## src/rtl/load_store_unit.sv

```systemverilog
// Load/store unit: takes one RV32I load or store request from the CPU, checks
// that it is legal, and performs at most one access on a word-addressed
// memory port. IDLE -> ISSUE -> RESP for legal requests. IDLE -> RESP with an
// error flag for rejected ones. A new request is taken once every 3 cycles.
// Handshake: a request is accepted on a rising edge where req_valid_i and
// req_ready_o are both 1. req_ready_o is 1 only in IDLE. The req_* inputs are
// ignored while it is 0. resp_valid_o is a one-cycle pulse with no back-pressure.

`ifndef MEM_SIZE
`define MEM_SIZE 1024
`endif

module load_store_unit #(
  parameter int SIZE = `MEM_SIZE
) (
  input  logic        clk,
  input  logic        rst,
  input  logic        req_valid_i,
  output logic        req_ready_o,
  input  logic        req_we_i,
  input  logic [2:0]  req_funct3_i,
  input  logic [31:0] req_addr_i,
  input  logic [31:0] req_wdata_i,
  output logic        resp_valid_o,
  output logic [31:0] resp_rdata_o,
  output logic        resp_err_o,
  output logic [31:0] mem_addr_o,
  output logic        mem_rstrb_o,
  input  logic [31:0] mem_rdata_i,
  output logic [3:0]  mem_wmask_o,
  output logic [31:0] mem_wdata_o,
  output logic [1:0]  dbg_state
);

  typedef enum logic [1:0] {
    IDLE  = 2'd0,
    ISSUE = 2'd1,
    RESP  = 2'd2
  } state_t;

  // Extra top bit so that an address of 0xFFFF_FFFF compares correctly.
  localparam logic [32:0] SIZE_LIM = 33'(SIZE);

  state_t      state;
  logic        we_q;
  logic [2:0]  funct3_q;
  logic [1:0]  lane_q;
  logic        err_q;

  logic        f3_ok;
  logic        align_ok;
  logic        range_ok;
  logic        legal;
  logic [31:0] store_data;
  logic [3:0]  store_mask;
  logic [7:0]  ld_byte;
  logic [15:0] ld_half;
  logic [31:0] ld_data;
  logic        in_issue;
  logic        in_resp;

  // Decide whether the request on the input port may touch memory.
  always_comb begin
    f3_ok = 1'b0;
    if (req_we_i) begin
      f3_ok = (req_funct3_i == 3'b000) || (req_funct3_i == 3'b001) ||
              (req_funct3_i == 3'b010);
    end else begin
      f3_ok = (req_funct3_i == 3'b000) || (req_funct3_i == 3'b001) ||
              (req_funct3_i == 3'b010) || (req_funct3_i == 3'b100) ||
              (req_funct3_i == 3'b101);
    end
    case (req_funct3_i[1:0])
      2'b01:   align_ok = ~req_addr_i[0];
      2'b10:   align_ok = (req_addr_i[1:0] == 2'b00);
      default: align_ok = 1'b1;
    endcase
    range_ok = ({1'b0, req_addr_i} < SIZE_LIM);
    legal    = f3_ok & align_ok & range_ok;
  end

  // Replicate store data across the lanes it may land in.
  always_comb begin
    case (req_funct3_i[1:0])
      2'b00:   store_data = {4{req_wdata_i[7:0]}};
      2'b01:   store_data = {2{req_wdata_i[15:0]}};
      default: store_data = req_wdata_i;
    endcase
  end

  // Byte enables for the registered store, used only in ISSUE.
  always_comb begin
    case (funct3_q[1:0])
      2'b00:   store_mask = 4'b0001 << lane_q;
      2'b01:   store_mask = 4'b0011 << {lane_q[1], 1'b0};
      default: store_mask = 4'b1111;
    endcase
  end

  // Pick and extend the load lane from the word returned by memory.
  always_comb begin
    case (lane_q)
      2'd0:    ld_byte = mem_rdata_i[7:0];
      2'd1:    ld_byte = mem_rdata_i[15:8];
      2'd2:    ld_byte = mem_rdata_i[23:16];
      default: ld_byte = mem_rdata_i[31:24];
    endcase
    ld_half = lane_q[1] ? mem_rdata_i[31:16] : mem_rdata_i[15:0];
    case (funct3_q)
      3'b000:  ld_data = {{24{ld_byte[7]}}, ld_byte};
      3'b100:  ld_data = {24'd0, ld_byte};
      3'b001:  ld_data = {{16{ld_half[15]}}, ld_half};
      3'b101:  ld_data = {16'd0, ld_half};
      default: ld_data = mem_rdata_i;
    endcase
  end

  // Request FSM. Memory address and write data are loaded at acceptance so
  // they are stable through ISSUE and hold their values afterwards.
  always_ff @(posedge clk) begin
    if (rst) begin
      state       <= IDLE;
      we_q        <= 1'b0;
      funct3_q    <= 3'b000;
      lane_q      <= 2'b00;
      err_q       <= 1'b0;
      mem_addr_o  <= 32'd0;
      mem_wdata_o <= 32'd0;
    end else begin
      case (state)
        IDLE: begin
          if (req_valid_i) begin
            we_q     <= req_we_i;
            funct3_q <= req_funct3_i;
            lane_q   <= req_addr_i[1:0];
            err_q    <= ~legal;
            if (legal) begin
              mem_addr_o <= {req_addr_i[31:2], 2'b00};
              if (req_we_i) begin
                mem_wdata_o <= store_data;
              end
              state <= ISSUE;
            end else begin
              state <= RESP;
            end
          end
        end
        ISSUE:   state <= RESP;
        RESP:    state <= IDLE;
        default: state <= IDLE;
      endcase
    end
  end

  // Strobes and response flags are gated by rst in the same cycle, so an
  // access in flight when reset arrives never reaches memory or the CPU.
  assign in_issue     = (state == ISSUE) & ~rst;
  assign in_resp      = (state == RESP) & ~rst;
  assign req_ready_o  = (state == IDLE);
  assign mem_rstrb_o  = in_issue & ~we_q;
  assign mem_wmask_o  = (in_issue & we_q) ? store_mask : 4'b0000;
  assign resp_valid_o = in_resp;
  assign resp_err_o   = in_resp & err_q;
  assign resp_rdata_o = (in_resp & ~we_q & ~err_q) ? ld_data : 32'd0;
  assign dbg_state    = state;

endmodule
```

## config.mk

```make
export PLATFORM = sky130hd
export DESIGN_NAME = load_store_unit
export DESIGN_NICKNAME = d
export VERILOG_FILES = /design/src/rtl/load_store_unit.sv
export SDC_FILE = /design/constraint.sdc
export NUM_CORES = 1
export LEC_CHECK = 0
export CAP_MARGIN = 30
export CELL_PAD_IN_SITES_DETAIL_PLACEMENT = 1
export CELL_PAD_IN_SITES_GLOBAL_PLACEMENT = 2
export CORE_MARGIN = 2
export CORE_UTILIZATION = 23
export DETAILED_ROUTE_END_ITERATION = 7
export GPL_TIMING_DRIVEN = 1
export PLACE_DENSITY_LB_ADDON = 0.1
export SETUP_SLACK_MARGIN = 0.5
export SLEW_MARGIN = 20
export SYNTH_ARGS = -nofsm -noshare
export SYNTH_HDL_FRONTEND = slang
export SYNTH_SLANG_ARGS = --single-unit
export TNS_END_PERCENT = 100
```

## constraint.sdc

```tcl
create_clock -name clk -period 3.93 [get_ports clk]
set_input_delay 0.786 -clock clk [delete_from_list [all_inputs] [get_ports clk]]
set_output_delay 0.786 -clock clk [all_outputs]
set_load 0.01 [all_outputs]
```

==> impl_metrics.env, run 1 <==
export IMPL_most_common_layout_cells="177 x sky130_fd_sc_hd__clkdlybuf4s50_1, 71 x sky130_fd_sc_hd__dfxtp_1, 47 x sky130_fd_sc_hd__a21oi_1, 34 x sky130_fd_sc_hd__nand2b_1, 33 x sky130_fd_sc_hd__nand2_1"
export IMPL_synth_ff_latch_count=71
export IMPL_io_pins=209
export IMPL_dr_first_iter_drc_count=135
export IMPL_share_seq_of_total_power_pct=39.4
export IMPL_route_vias_total=4099
export IMPL_rsz0062_at_grt="yes"
export IMPL_drt_pass1_iter_count=4
export IMPL_leading_cell_type_in_the_layout_fill_and_taps_excluded="sky130_fd_sc_hd__clkdlybuf4s50_1"
export IMPL_postSynth_topFlopCell="sky130_fd_sc_hd__dfxtp_1"
export IMPL_detailed_place_hpwl_mm=11.43
export IMPL_synth_cell_types=45
export IMPL_floorplan_rows=48
export IMPL_setup_viol=0
export IMPL_n_antenna_cell=0
export IMPL_post_synth_cell_area_avg_um2=8.745
export IMPL_drc_errors=0
export IMPL_die_height_um=135.5
export IMPL_syn2layout_area_growth_pct=66.38
export IMPL_number_of_antenna_violations_at_the_first_check_in_global_routing=0
export IMPL_clock_sinks=71
export IMPL_drt_total_wl_mm=15.10
export IMPL_worst_ir_drop_vdd_mv=0.1853
export IMPL_setup_total_negative_slack_ns=0
export IMPL_yosysSeqAreaShare_pct=35.72
export IMPL_cts_hold_fix_buffers=0
export IMPL_routed_via_density=4.606
export IMPL_synthCells=455
export IMPL_cts_made_buffers=9
export IMPL_insertion_delay_ns=0.34
export IMPL_crit_path_required_time_ns=3.14
export IMPL_p_comb_share_pct=17.2
export IMPL_tritoncts="built"
export IMPL_maxCapViolCount=0
export IMPL_last_weighted_congestion_value_of_the_routability_driven_placer=0.7801
export IMPL_mappedNetlistArea_um2=3979
export IMPL_cts_root_buf="sky130_fd_sc_hd__clkbuf_16"
export IMPL_post_placement_cell_count=867
export IMPL_grt_overflow_total=0
export IMPL_grt_pass1_wl_mm=23.28
export IMPL_grt_max_degree=111
export IMPL_layout_drive_gt1_share_pct=12.48
export IMPL_internal_portion_of_total_power_w=0.001380
export IMPL_finalClockSkew_ns=0.005419
export IMPL_hp_class="flop to flop"
export IMPL_synth_async_reset_ratio_pct=0
export IMPL_floorplan_die_width_um=135.5
export IMPL_drt_wirelength_per_cell_um=16.96
export IMPL_io_buffers=206
export IMPL_power_per_cell_area_nw_per_um2=280.0
export IMPL_first_global_vias=4294
export IMPL_achievable_frequency_mhz=294.7
export IMPL_core_area_um2=17120
export IMPL_cts_root_to_sink_buffers=2
export IMPL_critical_path_max_fanout=8
export IMPL_post_route_min_period_ns=3.394
export IMPL_r2r_setup_slk_ns=1.80
export IMPL_n_fill_cell=1959
export IMPL_nets=767
export IMPL_dp_slack_ns=0.2348
export IMPL_start_kind="input port"
export IMPL_seq_area_um2=1421
export IMPL_clock_tree_htree_level_count=3
export IMPL_layout_cells_non_filler=890
export IMPL_final_critical_path_setup_slack_ns=0.5365
export IMPL_dieArea_um2=18370
export IMPL_clk_pin_slew_ns=0.05
export IMPL_timing_setup_critical_path_class="input port to output pin"
export IMPL_groute_usage_overall_pct=16.34
export IMPL_drtAntennaViolNets=0
export IMPL_leakage_nw=2.614
export IMPL_clkPwrFrac_pct=43.4
export IMPL_final_hold_violation_count=0
export IMPL_max_slew_margin_rel_pct=46.40
export IMPL_min_period_over_period_pct=86.35
export IMPL_report_final_slew_viol_count=0
export IMPL_power_net_switching_w=0.0004734
export IMPL_worst_ep_arrival_time_ns=2.61
export IMPL_tightest_slew_ns=0.8010
export IMPL_share_of_total_power_consumed_by_net_switching_pct=25.53
export IMPL_synth_edf_count=0
export IMPL_worst_setup_path_end_kind="output pin"
export IMPL_initial_utilization_pct=23.25
export IMPL_yosysWarnings=0
export IMPL_result_of_the_run="completed"
export IMPL_multi_input_comb_area_um2=2351
## critical path: stages
cell and delay, ns:
sky130_fd_sc_hd__clkdlybuf4s50_1 0.43, sky130_fd_sc_hd__mux4_2 0.50, sky130_fd_sc_hd__buf_4 0.15, sky130_fd_sc_hd__buf_4 0.12, sky130_fd_sc_hd__nand4_1 0.06, sky130_fd_sc_hd__buf_4 0.18, sky130_fd_sc_hd__a21oi_1 0.08, sky130_fd_sc_hd__dlygate4sd2_1 0.30
## layer usage
layer | GRT usage, % | wire, um | up-vias
met1 | 20.43 | 6660 | 1949
met4 | 4.803 | 216 | 0
li1 | - | - | 2002
met2 | 26.23 | 6948 | 131
met3 | 6.210 | 1274 | 17
met5 | 0 | 0 | -
## final timing paths
kind,depth (start not counted),from,to
worst max-delay path,8,mem_rdata_i[23],resp_rdata_o[11]
worst min-delay path,2,funct3_q[2],funct3_q[2]
worst max register to register,5,dbg_state[0],mem_wdata_o[27]
worst min register to register,2,funct3_q[2],funct3_q[2]
## stage by stage
stage               hold slack [ns]  utilization, %  total power [W]  area (um^2)
floorplan                    0.4363               -        0.0008780         3983
global placement             0.4543           36.85         0.001055         6307
detailed placement           0.4660           36.85         0.001060         6307
CTS                          0.4730           38.62         0.001889         6610
global route                 0.4811           38.68         0.001949         6620
finish                       0.4654           38.68         0.001854         6620
## power groups by stage
| stage | registers (W) | logic, W | clock network (W) |
|---|---|---|---|
| after floorplan | 0.000744 | 0.000134 | 0 |
| after CTS | 0.000731 | 0.000314 | 0.000844 |
| after detailed placement | 0.000747 | 0.000313 | 0 |
| final | 0.000731 | 0.000318 | 0.000805 |
| after global placement | 0.000747 | 0.000309 | 0 |
| after global routing | 0.000731 | 0.000347 | 0.000870 |
## cell families after synthesis
group	Yosys count	synth area share (%)
simple gates	162	22.92
fa+ha+maj	3	0.9435
flops	71	35.72
compound gates	108	17.77
mux	52	16.35
buf+inv	58	6.195
other cells	1	0.09425
## area by class of cell
cell class | count | share of cell area [%]
multi-input cells | 327 | 35.51
repair buffers | 229 | 33.09
flip-flops and latches | 71 | 21.47
well taps | 225 | 4.253
clock buffers | 10 | 3.459
inverters | 23 | 1.304
clock inverters | 5 | 0.9072
## cell usage after synthesis (all sizes together) (3+ instances only)
cell,n,area share [%]
nand3,4,0.50
a22oi,23,4.3
clkbuf,25,2.4
a21oi,48,6.0
nand4,3,0.47
nand2,33,3.1
nor3,4,0.63
o21ai,16,2.0
nand2b,34,5.3
ha,3,0.94
nor4,5,1.1
o221ai,4,1.0
nor2,25,2.4
nor2b,27,4.2
mux2i,26,6.5
dfxtp,71,36
a2111oi,4,1.5
a31oi,3,0.47
inv,23,2.2
buf,10,1.7
mux2,24,8.7
a32oi,3,0.66
nor3b,23,4.5
## flip-flops by register name, summed over array words and instances (netlist names)
signal and cells:
lane_q 2, we_q 1, mem_wdata_o 32, mem_addr_o 30
err_q 1, dbg_state 2, funct3_q 3
## timing repair
action	4_1_cts	5_1_grt
pin swaps	2	1
buffers inserted	6	1
endpoints found under the setup margin	24	20
gates resized for setup	47	16
Power figures use the tool's default switching activity.
==> inputs of run 2 (changes only) <==
--- a/config.mk
+++ b/config.mk
@@ -14,7 +14,7 @@
 export GPL_TIMING_DRIVEN = 1
 export PLACE_DENSITY_LB_ADDON = 0.1
 export SETUP_SLACK_MARGIN = 0.5
-export SLEW_MARGIN = 20
+export SLEW_MARGIN = 10
 export SYNTH_ARGS = -nofsm -noshare
 export SYNTH_HDL_FRONTEND = slang
 export SYNTH_SLANG_ARGS = --single-unit
==> run 2 against run 1 <==
Sequential power barely moved. Flip-flop and latch count did not move. Sequential share of layout area did not move. Utilization did not move. Global-route usage did not move. Routed wire length barely moved. Final cell count did not move. Clock power barely moved. Clock skew rose by 0.00070 ns. Critical endpoint unchanged.
==> impl_metrics.env, run 2 (synthesized netlist as in run 1, its figures left out) <==
export IMPL_result_of_the_run="completed"
export IMPL_routed_via_density=4.596
export IMPL_tightest_slew_ns=0.7905
export IMPL_worst_ep_arrival_time_ns=2.61
export IMPL_power_per_cell_area_nw_per_um2=280.2
export IMPL_worst_hold_path_num_cells=2
export IMPL_drt_wirelength_per_cell_um=16.98
export IMPL_placed_cell_area_um2=6307
export IMPL_cts_root_buf="sky130_fd_sc_hd__clkbuf_16"
export IMPL_multi_input_comb_area_um2=2351
export IMPL_hp_class="flop to flop"
export IMPL_cts_made_buffers=9
export IMPL_worstRegToRegCells=5
export IMPL_report_final_slew_viol_count=0
export IMPL_worst_setup_path_end_kind="output pin"
export IMPL_min_period_over_period_pct=86.34
export IMPL_drtAntennaViolNets=0
export IMPL_final_critical_path_setup_slack_ns=0.5368
export IMPL_initial_utilization_pct=23.25
export IMPL_critical_path_max_fanout=8
export IMPL_grt_overflow_total=0
export IMPL_grt_pass1_wl_mm=23.28
export IMPL_leading_cell_type_in_the_layout_fill_and_taps_excluded="sky130_fd_sc_hd__clkdlybuf4s50_1"
export IMPL_clock_sinks=71
export IMPL_cts_hold_fix_buffers=0
export IMPL_most_common_layout_cells="177 x sky130_fd_sc_hd__clkdlybuf4s50_1, 71 x sky130_fd_sc_hd__dfxtp_1, 47 x sky130_fd_sc_hd__a21oi_1, 34 x sky130_fd_sc_hd__nand2b_1, 33 x sky130_fd_sc_hd__nand2_1"
export IMPL_grt_max_degree=111
export IMPL_die_height_um=135.5
export IMPL_cts_root_to_sink_buffers=2
export IMPL_finalClockSkew_ns=0.006123
export IMPL_dr_first_iter_drc_count=133
export IMPL_io_buffers=206
export IMPL_seq_area_um2=1421
export IMPL_drt_pass1_iter_count=4
export IMPL_maxCapViolCount=0
export IMPL_io_pins=209
export IMPL_finish_utilization_pct=38.68
export IMPL_worst_hold_startpoint="funct3_q[2]"
export IMPL_groute_usage_overall_pct=16.34
export IMPL_n_fill_cell=1961
export IMPL_final_hold_violation_count=0
export IMPL_stdcell_area_um2=6620
export IMPL_crit_reg2reg_launch="dbg_state[0]"
export IMPL_insertion_delay_ns=0.34
export IMPL_drc_errors=0
export IMPL_number_of_antenna_violations_at_the_first_check_in_global_routing=0
export IMPL_max_slew_margin_rel_pct=47.30
export IMPL_detailed_place_hpwl_mm=11.43
export IMPL_floorplan_rows=48
export IMPL_dp_slack_ns=0.2348
export IMPL_rsz0062_at_grt="yes"
export IMPL_worstHoldEndpoint="funct3_q[2]"
export IMPL_dieArea_um2=18370
export IMPL_last_weighted_congestion_value_of_the_routability_driven_placer=0.7801
export IMPL_clk_pin_slew_ns=0.05
export IMPL_setup_viol=0
export IMPL_crit_reg2reg_capture="mem_wdata_o[27]"
export IMPL_worst_ir_drop_vdd_mv=0.1852
export IMPL_drt_total_wl_mm=15.11
export IMPL_regMostFlops="mem_wdata_o"
export IMPL_timing_setup_critical_path_class="input port to output pin"
export IMPL_nets=767
export IMPL_setup_total_negative_slack_ns=0
export IMPL_core_area_um2=17120
export IMPL_crit_path_required_time_ns=3.14
export IMPL_layout_drive_gt1_share_pct=12.48
export IMPL_route_vias_total=4090
export IMPL_n_antenna_cell=0
export IMPL_post_route_min_period_ns=3.393
export IMPL_leakage_nw=2.614
export IMPL_start_kind="input port"
export IMPL_power_total_w=0.001855
export IMPL_syn2layout_area_growth_pct=66.38
export IMPL_largestRegisters="mem_wdata_o x32, mem_addr_o x30, funct3_q x3"
export IMPL_floorplan_die_width_um=135.5
export IMPL_r2r_setup_slk_ns=1.82
export IMPL_tritoncts="built"
export IMPL_largest_reg_flops=32
export IMPL_achievable_frequency_mhz=294.7
export IMPL_first_global_vias=4294
export IMPL_clock_tree_htree_level_count=3
run 2: worst max-delay path, stage by stage:
cell                              delay, ns
sky130_fd_sc_hd__clkdlybuf4s50_1       0.43
sky130_fd_sc_hd__mux4_2                0.50
sky130_fd_sc_hd__buf_4                 0.15
sky130_fd_sc_hd__buf_4                 0.12
sky130_fd_sc_hd__nand4_1               0.06
sky130_fd_sc_hd__buf_4                 0.18
sky130_fd_sc_hd__a21oi_1               0.08
sky130_fd_sc_hd__dlygate4sd2_1         0.30
run 2: worst max path at each step:
stage	start	to	cells after the start
2_1_floorplan	rst	resp_rdata_o[21]	5
3_3_place_gp	mem_rdata_i[7]	resp_rdata_o[16]	7
3_5_place_dp	mem_rdata_i[31]	resp_rdata_o[22]	7
4_1_cts	mem_rdata_i[23]	resp_rdata_o[22]	8
5_1_grt	mem_rdata_i[23]	resp_rdata_o[11]	8
6_report	mem_rdata_i[23]	resp_rdata_o[11]	8
run 2: repair_timing:
item	in CTS	in global routing
buffers inserted	6	1
endpoints found under the setup margin	24	20
pin swaps	2	1
resized for setup	47	16
run 2: layer usage:
layer	wire length, um	global-route usage (%)
met1	6617	20.43
met2	6982	26.23
met3	1293	6.210
met4	216	4.803
met5	0	0
run 2: stage by stage:
step                std cells  hold slack [ns]
floorplan                 456           0.4363
global placement          867           0.4543
detailed placement        867           0.4660
CTS                       888           0.4730
global route              890           0.4811
finish                    890           0.4654
run 2: power by group:
group	internal (W)	leakage, nW	switching, W
clock	0.000489	0.139	0.000317
sequential	0.000725	0.573	0.00000597
combinational	0.000167	1.90	0.000151
run 2: area by class of cell:
class	instances	area share [%]
clock buffers	10	3.459
clock inverters	5	0.9072
inverters	23	1.304
multi-input cells	327	35.51
flip-flops and latches	71	21.47
well taps	225	4.253
repair buffers	229	33.09
==> inputs of run 3 (changes only) <==
--- a/config.mk
+++ b/config.mk
@@ -8,7 +8,7 @@
 export CAP_MARGIN = 30
 export CELL_PAD_IN_SITES_DETAIL_PLACEMENT = 1
 export CELL_PAD_IN_SITES_GLOBAL_PLACEMENT = 2
-export CORE_MARGIN = 2
+export CORE_MARGIN = 5
 export CORE_UTILIZATION = 23
 export DETAILED_ROUTE_END_ITERATION = 7
 export GPL_TIMING_DRIVEN = 1
==> run 3 against run 2 <==
Flip-flop and latch count unchanged. Design area is 1.1% higher. Final cell count rose by 0.67%. Setup slack worse by 0.020 ns. Sequential power about the same. Total power rose by 0.87%. Global-route usage shrank 0.61 points. Combinational power about the same. Routed wire length grew 5.5%. Register-to-register slack got worse by 0.02 ns.
==> impl_metrics.env, run 3 (synthesized netlist as in run 1, its figures left out) <==
export IMPL_cp_top_family="buffers and inverters"
export IMPL_grt_max_degree=66
export IMPL_post_placement_cell_count=868
export IMPL_largest_reg_flops=32
export IMPL_stdcell_area_um2=6694
export IMPL_worst_setup_path_end_kind="output pin"
export IMPL_detailed_place_hpwl_mm=12.19
export IMPL_placed_cell_area_um2=6302
export IMPL_insertion_delay_ns=0.33
export IMPL_routed_via_density=4.608
export IMPL_route_vias_total=4129
export IMPL_clk_pin_slew_ns=0.06
export IMPL_min_period_over_period_pct=86.86
export IMPL_grt_overflow_total=0
export IMPL_drt_wirelength_per_cell_um=17.78
export IMPL_floorplan_die_width_um=141.5
export IMPL_number_of_antenna_violations_at_the_first_check_in_global_routing=1
export IMPL_nets=772
export IMPL_critical_path_max_stage_delay_ns=0.52
export IMPL_core_area_um2=17120
export IMPL_groute_usage_overall_pct=15.73
export IMPL_crit_path_required_time_ns=3.14
export IMPL_syn2layout_area_growth_pct=68.24
export IMPL_grt_pass1_wl_mm=25.11
export IMPL_floorplan_rows=48
export IMPL_hp_class="flop to flop"
export IMPL_critical_path_cell_chain="clkdlybuf4s50_1 > mux4_2 > and2_4 > o221ai_4 > buf_6 > buf_4 > a21oi_1 > clkdlybuf4s15_1"
export IMPL_clock_tree_htree_level_count=3
export IMPL_setup_viol=0
export IMPL_cts_root_buf="sky130_fd_sc_hd__clkbuf_16"
export IMPL_dr_first_iter_drc_count=106
export IMPL_io_pins=209
export IMPL_worst_ep_arrival_time_ns=2.63
export IMPL_drt_pass1_iter_count=4
export IMPL_layout_drive_gt1_share_pct=14.16
export IMPL_start_kind="input port"
export IMPL_finalClockSkew_ns=0.004503
export IMPL_power_per_cell_area_nw_per_um2=279.5
export IMPL_leakage_nw=2.761
export IMPL_die_height_um=141.5
export IMPL_report_final_slew_viol_count=0
export IMPL_first_global_vias=4486
export IMPL_largestRegisters="mem_wdata_o x32, mem_addr_o x30, funct3_q x3"
export IMPL_timing_critical_path_slowest_stage_cell="sky130_fd_sc_hd__mux4_2"
export IMPL_fin_worst_hold_slack_ns=0.4614
export IMPL_tritoncts="built"
export IMPL_drt_total_wl_mm=15.94
export IMPL_rsz0062_at_grt="yes"
export IMPL_setup_total_negative_slack_ns=0
export IMPL_leading_cell_type_in_the_layout_fill_and_taps_excluded="sky130_fd_sc_hd__clkdlybuf4s50_1"
export IMPL_most_common_layout_cells="176 x sky130_fd_sc_hd__clkdlybuf4s50_1, 71 x sky130_fd_sc_hd__dfxtp_1, 48 x sky130_fd_sc_hd__a21oi_1, 34 x sky130_fd_sc_hd__nand2b_1, 33 x sky130_fd_sc_hd__nand2_1"
export IMPL_maxCapViolCount=0
export IMPL_critical_path_max_fanout=4
export IMPL_cts_hold_fix_buffers=0
export IMPL_drc_errors=0
export IMPL_tightest_slew_ns=0.7568
export IMPL_cts_made_buffers=9
export IMPL_final_hold_violation_count=0
export IMPL_result_of_the_run="completed"
export IMPL_max_slew_margin_rel_pct=49.55
export IMPL_worst_ir_drop_vdd_mv=0.1727
export IMPL_finish_utilization_pct=39.11
export IMPL_achievable_frequency_mhz=293.0
export IMPL_critical_path_n_buffers_inverters=4
export IMPL_io_buffers=206
export IMPL_post_route_min_period_ns=3.413
export IMPL_drtAntennaViolNets=0
export IMPL_clock_sinks=71
export IMPL_dieArea_um2=20030
export IMPL_timing_setup_critical_path_class="input port to output pin"
export IMPL_n_antenna_cell=0
export IMPL_last_weighted_congestion_value_of_the_routability_driven_placer=0.7814
export IMPL_regMostFlops="mem_wdata_o"
export IMPL_initial_utilization_pct=23.25
export IMPL_layout_cells_non_filler=896
export IMPL_cts_root_to_sink_buffers=2
## run 3: cell count changes in the layout (fill, tap and decap cells not counted), moves of 2 or more
cell                             delta
sky130_fd_sc_hd__buf_2              +4
sky130_fd_sc_hd__buf_4              +4
sky130_fd_sc_hd__buf_6              +2
sky130_fd_sc_hd__dlygate4sd2_1     -11
sky130_fd_sc_hd__dlymetal6s2s_1    +10
## run 3: area by class of cell
class | count | area [um^2]
Inverter | 23 | 86.33
Timing Repair Buffer | 234 | 2240
Clock inverter | 7 | 72.57
Tap cell | 225 | 281.5
Sequential cell | 71 | 1421
Multi-Input combinational cell | 327 | 2367
Clock buffer | 9 | 225.2
Fill cell | 1973 | 10420
## run 3: report_power, final
group          switching [W]  internal, W
clock               0.000327     0.000492
combinational       0.000152     0.000168
sequential        0.00000734     0.000725
total               0.000486      0.00138
## run 3: metrics by stage
stage                     total power, W  setup WS [ns]
after global placement          0.001057         0.2569
after detailed placement        0.001062         0.1999
after global routing            0.001966         0.4547
after CTS                       0.001906         0.4290
final                           0.001871         0.5166
after floorplan                0.0008780          1.071
## run 3: final timing paths
path	cells after the start	slack, ns	to	start
max	8	0.52	resp_rdata_o[22]	mem_rdata_i[23]
min	2	0.46	funct3_q[2]	funct3_q[2]
max reg2reg	5	1.80	mem_wdata_o[27]	dbg_state[0]
min reg2reg	2	0.46	funct3_q[2]	funct3_q[2]
## run 3: per-layer routing
metal | global-route usage (%) | share of wire, %
met5 | 0 | 0.082
met4 | 4.949 | 2.0
met3 | 5.494 | 7.9
met2 | 25.11 | 46
met1 | 19.95 | 44
## run 3: what timing repair did
action,4_1_cts,5_1_grt
endpoints found under the setup margin,27,29
setup buffers,9,2
resized for setup,61,18
pin swaps,2,1
cloned,1,0
## run 3: tightest hold or removal path, cell delays in order (launching register included)
cell and delay [ns]:
sky130_fd_sc_hd__dfxtp_1 0.31, sky130_fd_sc_hd__nand2_1 0.05, sky130_fd_sc_hd__a21oi_1 0.05
==> edit 1: new RTL, settings of run 3 <==
The macro `MEM_SIZE` goes from 1024 to 768.
--- a/src/rtl/load_store_unit.sv
+++ b/src/rtl/load_store_unit.sv
@@ -7,7 +7,7 @@
 // ignored while it is 0. resp_valid_o is a one-cycle pulse with no back-pressure.
 
 `ifndef MEM_SIZE
-`define MEM_SIZE 1024
+`define MEM_SIZE 768
 `endif
 
 module load_store_unit #(
Check against the original RTL: not equivalent (Yosys sat finds a counterexample within 4 cycles, from zero or initial values and one cycle with rst high).
==> edit 1 against run 3 <==
Final cell count decreased by 1.1%; sequential cell count unchanged; design area about the same; utilization increased by 0.17 points; area after synthesis decreased by 0.72%; total power increased by 10%; clock power increased by 23%; hold slack improved by 0.011 ns; global-route usage increased by 0.57 points; routed wire length increased by 1.9%; maximum frequency about the same; critical path depth decreased by 1; setup slack about the same; synthesized cell count decreased by 1.1%; critical path type unchanged; critical endpoint is now resp_rdata_o[29]; largest power group unchanged.
==> edit 1: results (changes against run 3) <==
The run gives 0.7415 (-5.1%) as the global placer's final weighted congestion. Number of vias per cell: 4.631 (+0.49%). Critical path capture point: resp_rdata_o[29].

The tools report the startpoint of the most critical hold path as mem_addr_o[26]. The run gives 0 (unchanged) as the warning count from the yosys run. The leakage power came out at 2.744 nW (-0.60%). The run gives 35.5% (-3.6 points) as the register share of total power.

Worst hold slack: 0.4720 ns (+0.01065 ns). The HPWL reported at the end of detailed placement is 12.02 mm (-1.4%), and the internal power is 1.572 mW (+13%). The number of cells traversed by the worst register-to-register path is 6 (+1), and the total sequential power is 731 uW (about the same).

The tools report the initial antenna violation count as 0 (-1). The endpoint with the worst hold slack is mem_addr_o[26]. In the synthesized netlist, the cells that appear most often are dfxtp_1, a21oi_1, nand2b_1.

The maximum net fanout on the critical path was 6 (+2); the routed wire length was 16.23 mm (+1.9%). The tools report the share of power burned in the clock network as 48.8% (+5.0 points). The multiplexer share of the synthesized area was 17.77% (+1.4 points). The number of instances on the worst hold path is 1 (-1), and the met2 capacity usage during global routing is 27.14% (+2.0 points).

The tools report the number of combinational gates with multiple inputs as 324 (-0.92%). The critical-path cell with the highest stage delay was clkdlybuf4s50_1. The measured slew at the worst slew-check pin is 0.6313 ns (-0.1255 ns), and the area used by multi-input combinational logic is 2335 um^2 (-1.4%).

The worst-case vdd ir drop was 185.3 uV (+7.3%); the number of logic inverters in the finished layout was 21 (-8.7%). The worst register-to-register path ends at mem_wdata_o[31]. The number of design-rule violations left by the first detailed-router iteration was 149 (+41%). The class of the most critical hold timing path is reg -> reg. The clock skew after layout came out at 0.004708 ns (+0.0002048 ns). Share of post-route cells with drive strength above 1: 12.56% (-1.6 points). The unique cell type count in the Yosys netlist was 42 (-6.7%). The clock buffer count in the final layout was 12 (+3); the clock-cell share of area was 5.454% (+1.0 points). The fraction of the mapped netlist area in compound gates works out to 15.90% (-1.9 points). The run finished with clean final reports. The area share of fa/ha/maj cells after synthesis was 0.9503% (+0.0069 points); the total number of nets in the final design was 762 (-1.3%). The via count of the first global-routing pass is 4,515 (+0.65%). The non-clock buffer total of the final layout came out at 229 (-2.1%). The maximum number of pins on one net before global-route repair was 111 (+68%). For the share of the yosys chip area belonging to registers, the log shows 35.98% (+0.26 points).
edit 1: cell types whose count changed in the layout (fill, tap and decap cells not counted), sizes merged, moves of 4 or more:
cell	change
a21oi	-7
o221ai	-4
nor2	+10
o21ai	-7
clkbuf	+5
mux2i	+4
clkdlybuf4s50	+5
nand2	-6
a222oi	+5
buf	-11
edit 1: what timing repair did:
item | 4_1_cts | 5_1_grt
hold endpoints to repair | 0 | 0
setup endpoints to repair | 24 | 24
hold buffers | 0 | 0
buffers inserted | 5 | 1
cloned | 1 | 0
resized for setup | 18 | 41
pin swaps | 2 | 2
edit 1: metal layers:
layer	vias to the layer above	routed length, um
met4	0	181
met1	1951	7078
met2	154	7727
met3	13	1245
li1	1985	-
met5	-	0
edit 1: metrics by stage:
stage	area (um^2)	instances	worst slack, ns
finish	6699	886	0.5170
global route	6699	886	0.4321
CTS	6670	884	0.3634
detailed placement	6275	862	0.1186
global placement	6275	862	0.2293
floorplan	3954	451	0.7681
==> edit 2: new RTL, flow settings as in run 3 <==
Made on the original files. Put a register stage on the output `resp_err_o`, with the module's reset. The value now appears one clock later. The other outputs are not delayed to match.
--- a/src/rtl/load_store_unit.sv
+++ b/src/rtl/load_store_unit.sv
@@ -160,7 +160,13 @@
   assign mem_rstrb_o  = in_issue & ~we_q;
   assign mem_wmask_o  = (in_issue & we_q) ? store_mask : 4'b0000;
   assign resp_valid_o = in_resp;
-  assign resp_err_o   = in_resp & err_q;
+  always_ff @(posedge clk) begin
+    if (rst) begin
+      resp_err_o <= '0;
+    end else begin
+      resp_err_o <= in_resp & err_q;
+    end
+  end
   assign resp_rdata_o = (in_resp & ~we_q & ~err_q) ? ld_data : 32'd0;
   assign dbg_state    = state;
 
Formal check against the unedited RTL: not equivalent (Yosys sat finds a counterexample within 4 cycles, from zero or initial values and one cycle with rst high).
==> edit 2 against run 3 <==
Critical path depth unchanged; total power grew 1.1%; area after synthesis increased by 0.50%; routed wire length barely moved; hold slack improved by 0.0083 ns; via count shrank 0.87%; setup slack improved by 0.016 ns; non-clock buffer count shrank 4; design area is 0.43% lower; critical endpoint is now resp_rdata_o[19]; sequential cell count rose by 1.
==> edit 2: results (changes against run 3) <==
The flow ran to the end, and the final reports show no timing, DRC or antenna violations. The count of placed standard cells including taps came out at 871 (+0.35%). The switching share of power was 25.44% (-0.55 points).

The stage delay of the slowest cell on the critical path is 0.50 ns (-0.02 ns). Total iterations of the first detailed-routing run: 4 (unchanged). The endpoint with the worst hold slack is mem_addr_o[23].

Worst-case headroom to the max-slew limit: 46.38% (-3.2 points). The class of the most critical hold timing path is reg -> reg. The number of vias per cell came out at 4.583 (-0.54%). The largest registers in the layout are mem_wdata_o x32, mem_addr_o x30, funct3_q x3. The logs give 4,431 (-1.2%) for the via count of the first global-routing pass and 0.7856 (+0.54%) for the global placer's final weighted congestion. The run gives 9 (unchanged) as the number of buffers added by the clock tree synthesis step. The clock skew after layout came out at 0.005610 ns (+0.001107 ns). The warning count from the yosys run is 0 (unchanged). The kind of cell with the highest combined delay on the critical path is buffers and inverters. On the critical path, the stage with the largest delay is an instance of mux4_2. The worst hold slack is 0.4696 ns (+0.008273 ns). The final cell count without fillers was 893 (-0.33%); the share of the yosys chip area belonging to registers was 36.05% (+0.32 points). The number of standard cells after synthesis is 456 (+0.22%), and the ratio of final minimum period to clock period is 86.46% (-0.40 points). The final total negative setup slack is 0 ns (unchanged), and the largest buffer count on any clock path is 2 (unchanged).

The leakage power was 2.629 nW (-4.8%); the number of instances on the worst hold path was 1 (-1). Number of design-rule violations left by the first detailed-router iteration: 149 (+41%). The share of post-route cells with drive strength above 1 was 13.32% (-0.83 points); the minimum setup slack among reg-to-reg paths was 1.83 ns (+0.03 ns). The tools report the HPWL reported at the end of detailed placement as 12.29 mm (+0.85%). For the worst slack at placement, the log shows 0.2332 ns (+0.03333 ns). The count of buffers inserted at the top-level ports was 206 (unchanged); the number of cells traversed by the worst register-to-register path was 5 (unchanged). Worst-case vdd ir drop: 237.8 uV (+38%).

Maximum net fanout on the critical path: 9 (+5). The run gives 3 (unchanged) as the maximum level of the CTS H-tree. Clock-pin transition on the worst setup and hold timing paths: 0.06 ns (about the same). The average routed wire per standard cell works out to 17.84 um (+0.29%).

The tools report the fill cell instance count of the final layout as 1,988 (+0.76%). The run gives 111 (+68%) as the maximum number of pins on one net before global-route repair. The worst hold path begins at mem_addr_o[23]. The endpoint arrival time on the critical path is 2.61 ns (-0.02 ns). Sorting the synthesized cells by area gives the leading types as dfxtp_1, mux2_4, mux2i_1.

The number of antenna repair diodes is 0 (unchanged). For the initial antenna violation count, the log shows 1 (unchanged). The tree is rooted in a clkbuf_16. The wire length of the first global-routing pass is 24.66 mm (-1.8%), and the global routing usage summed across all routing layers is 15.54% (-0.19 points). In this run the critical register-to-register path is captured at mem_wdata_o[27].

The proportion of register bits with asynchronous set or reset after synthesis was 0% (unchanged). After synthesis, the most frequently instantiated cells are dfxtp_1, a21oi_1, nand2b_1. The tools report the total number of nets in the final design as 769 (-0.39%).
==> edit 2: changes by cell type after synthesis, sizes merged <==
cell	change
dfxtp	+1
clkbuf	-1
buf	+1
==> edit 2: cell families (layout without fill, tap and decap cells) <==
logic type / Yosys count / after routing / share of synthesized area [%]
AOI/OAI and AO/OA: 108 / 108 / 17.68
adders and majority gates: 3 / 3 / 0.9388
buffers and inverters: 58 / 269 / 6.164
DFF: 72 / 72 / 36.04
muxes: 52 / 52 / 16.27
other: 1 / 2 / 0.09378
and+or+nand+nor: 162 / 162 / 22.81
==> edit 2: layer usage <==
layer	routed length, um	track usage (%)	vias to the layer above
met2	7265	24.66	146
li1	-	-	2008
met3	1300	5.662	15
met4	193	4.091	2
met1	7153	20.00	1922
met5	13	0	-
==> edit 2: cell type report <==
cell class / instances / area (um^2) / area share (%)
multi-input cells: 327 / 2362 / 35.44
repair buffers: 230 / 2195 / 32.93
flip-flops and latches: 72 / 1441 / 21.63
well taps: 225 / 281.5 / 4.224
clock buffers: 11 / 242.7 / 3.642
inverters: 23 / 86.33 / 1.295
clock inverters: 5 / 56.30 / 0.8448
==> edit 2: worst max path at each step <==
stage / end / depth (start not counted)
after floorplan: resp_rdata_o[21] / 5
after global placement: resp_rdata_o[16] / 7
after detailed placement: resp_rdata_o[16] / 7
after CTS: resp_rdata_o[16] / 8
after global routing: resp_rdata_o[19] / 8
final: resp_rdata_o[19] / 8
==> edit 2: power by group through the flow <==
stage	Clock [mW]	Combinational, mW	Sequential (mW)
3_3_place_gp	0	0.312	0.756
6_report	0.830	0.321	0.741
5_1_grt	0.890	0.349	0.741
4_1_cts	0.862	0.317	0.741
3_5_place_dp	0	0.315	0.757
2_1_floorplan	0	0.134	0.755
==> edit 2: timing repair <==
item	4_1_cts	5_1_grt
pin swaps	3	2
setup endpoints to repair	28	28
buffers inserted	4	1
resized for setup	46	19
==> edit 2: through the flow <==
step	power [mW]	instance area (um^2)	utilization (%)
2_1_floorplan	0.8885	4003	-
3_3_place_gp	1.068	6337	36.90
3_5_place_dp	1.072	6337	36.90
4_1_cts	1.920	6661	38.78
5_1_grt	1.981	6665	38.80
6_report	1.892	6665	38.80
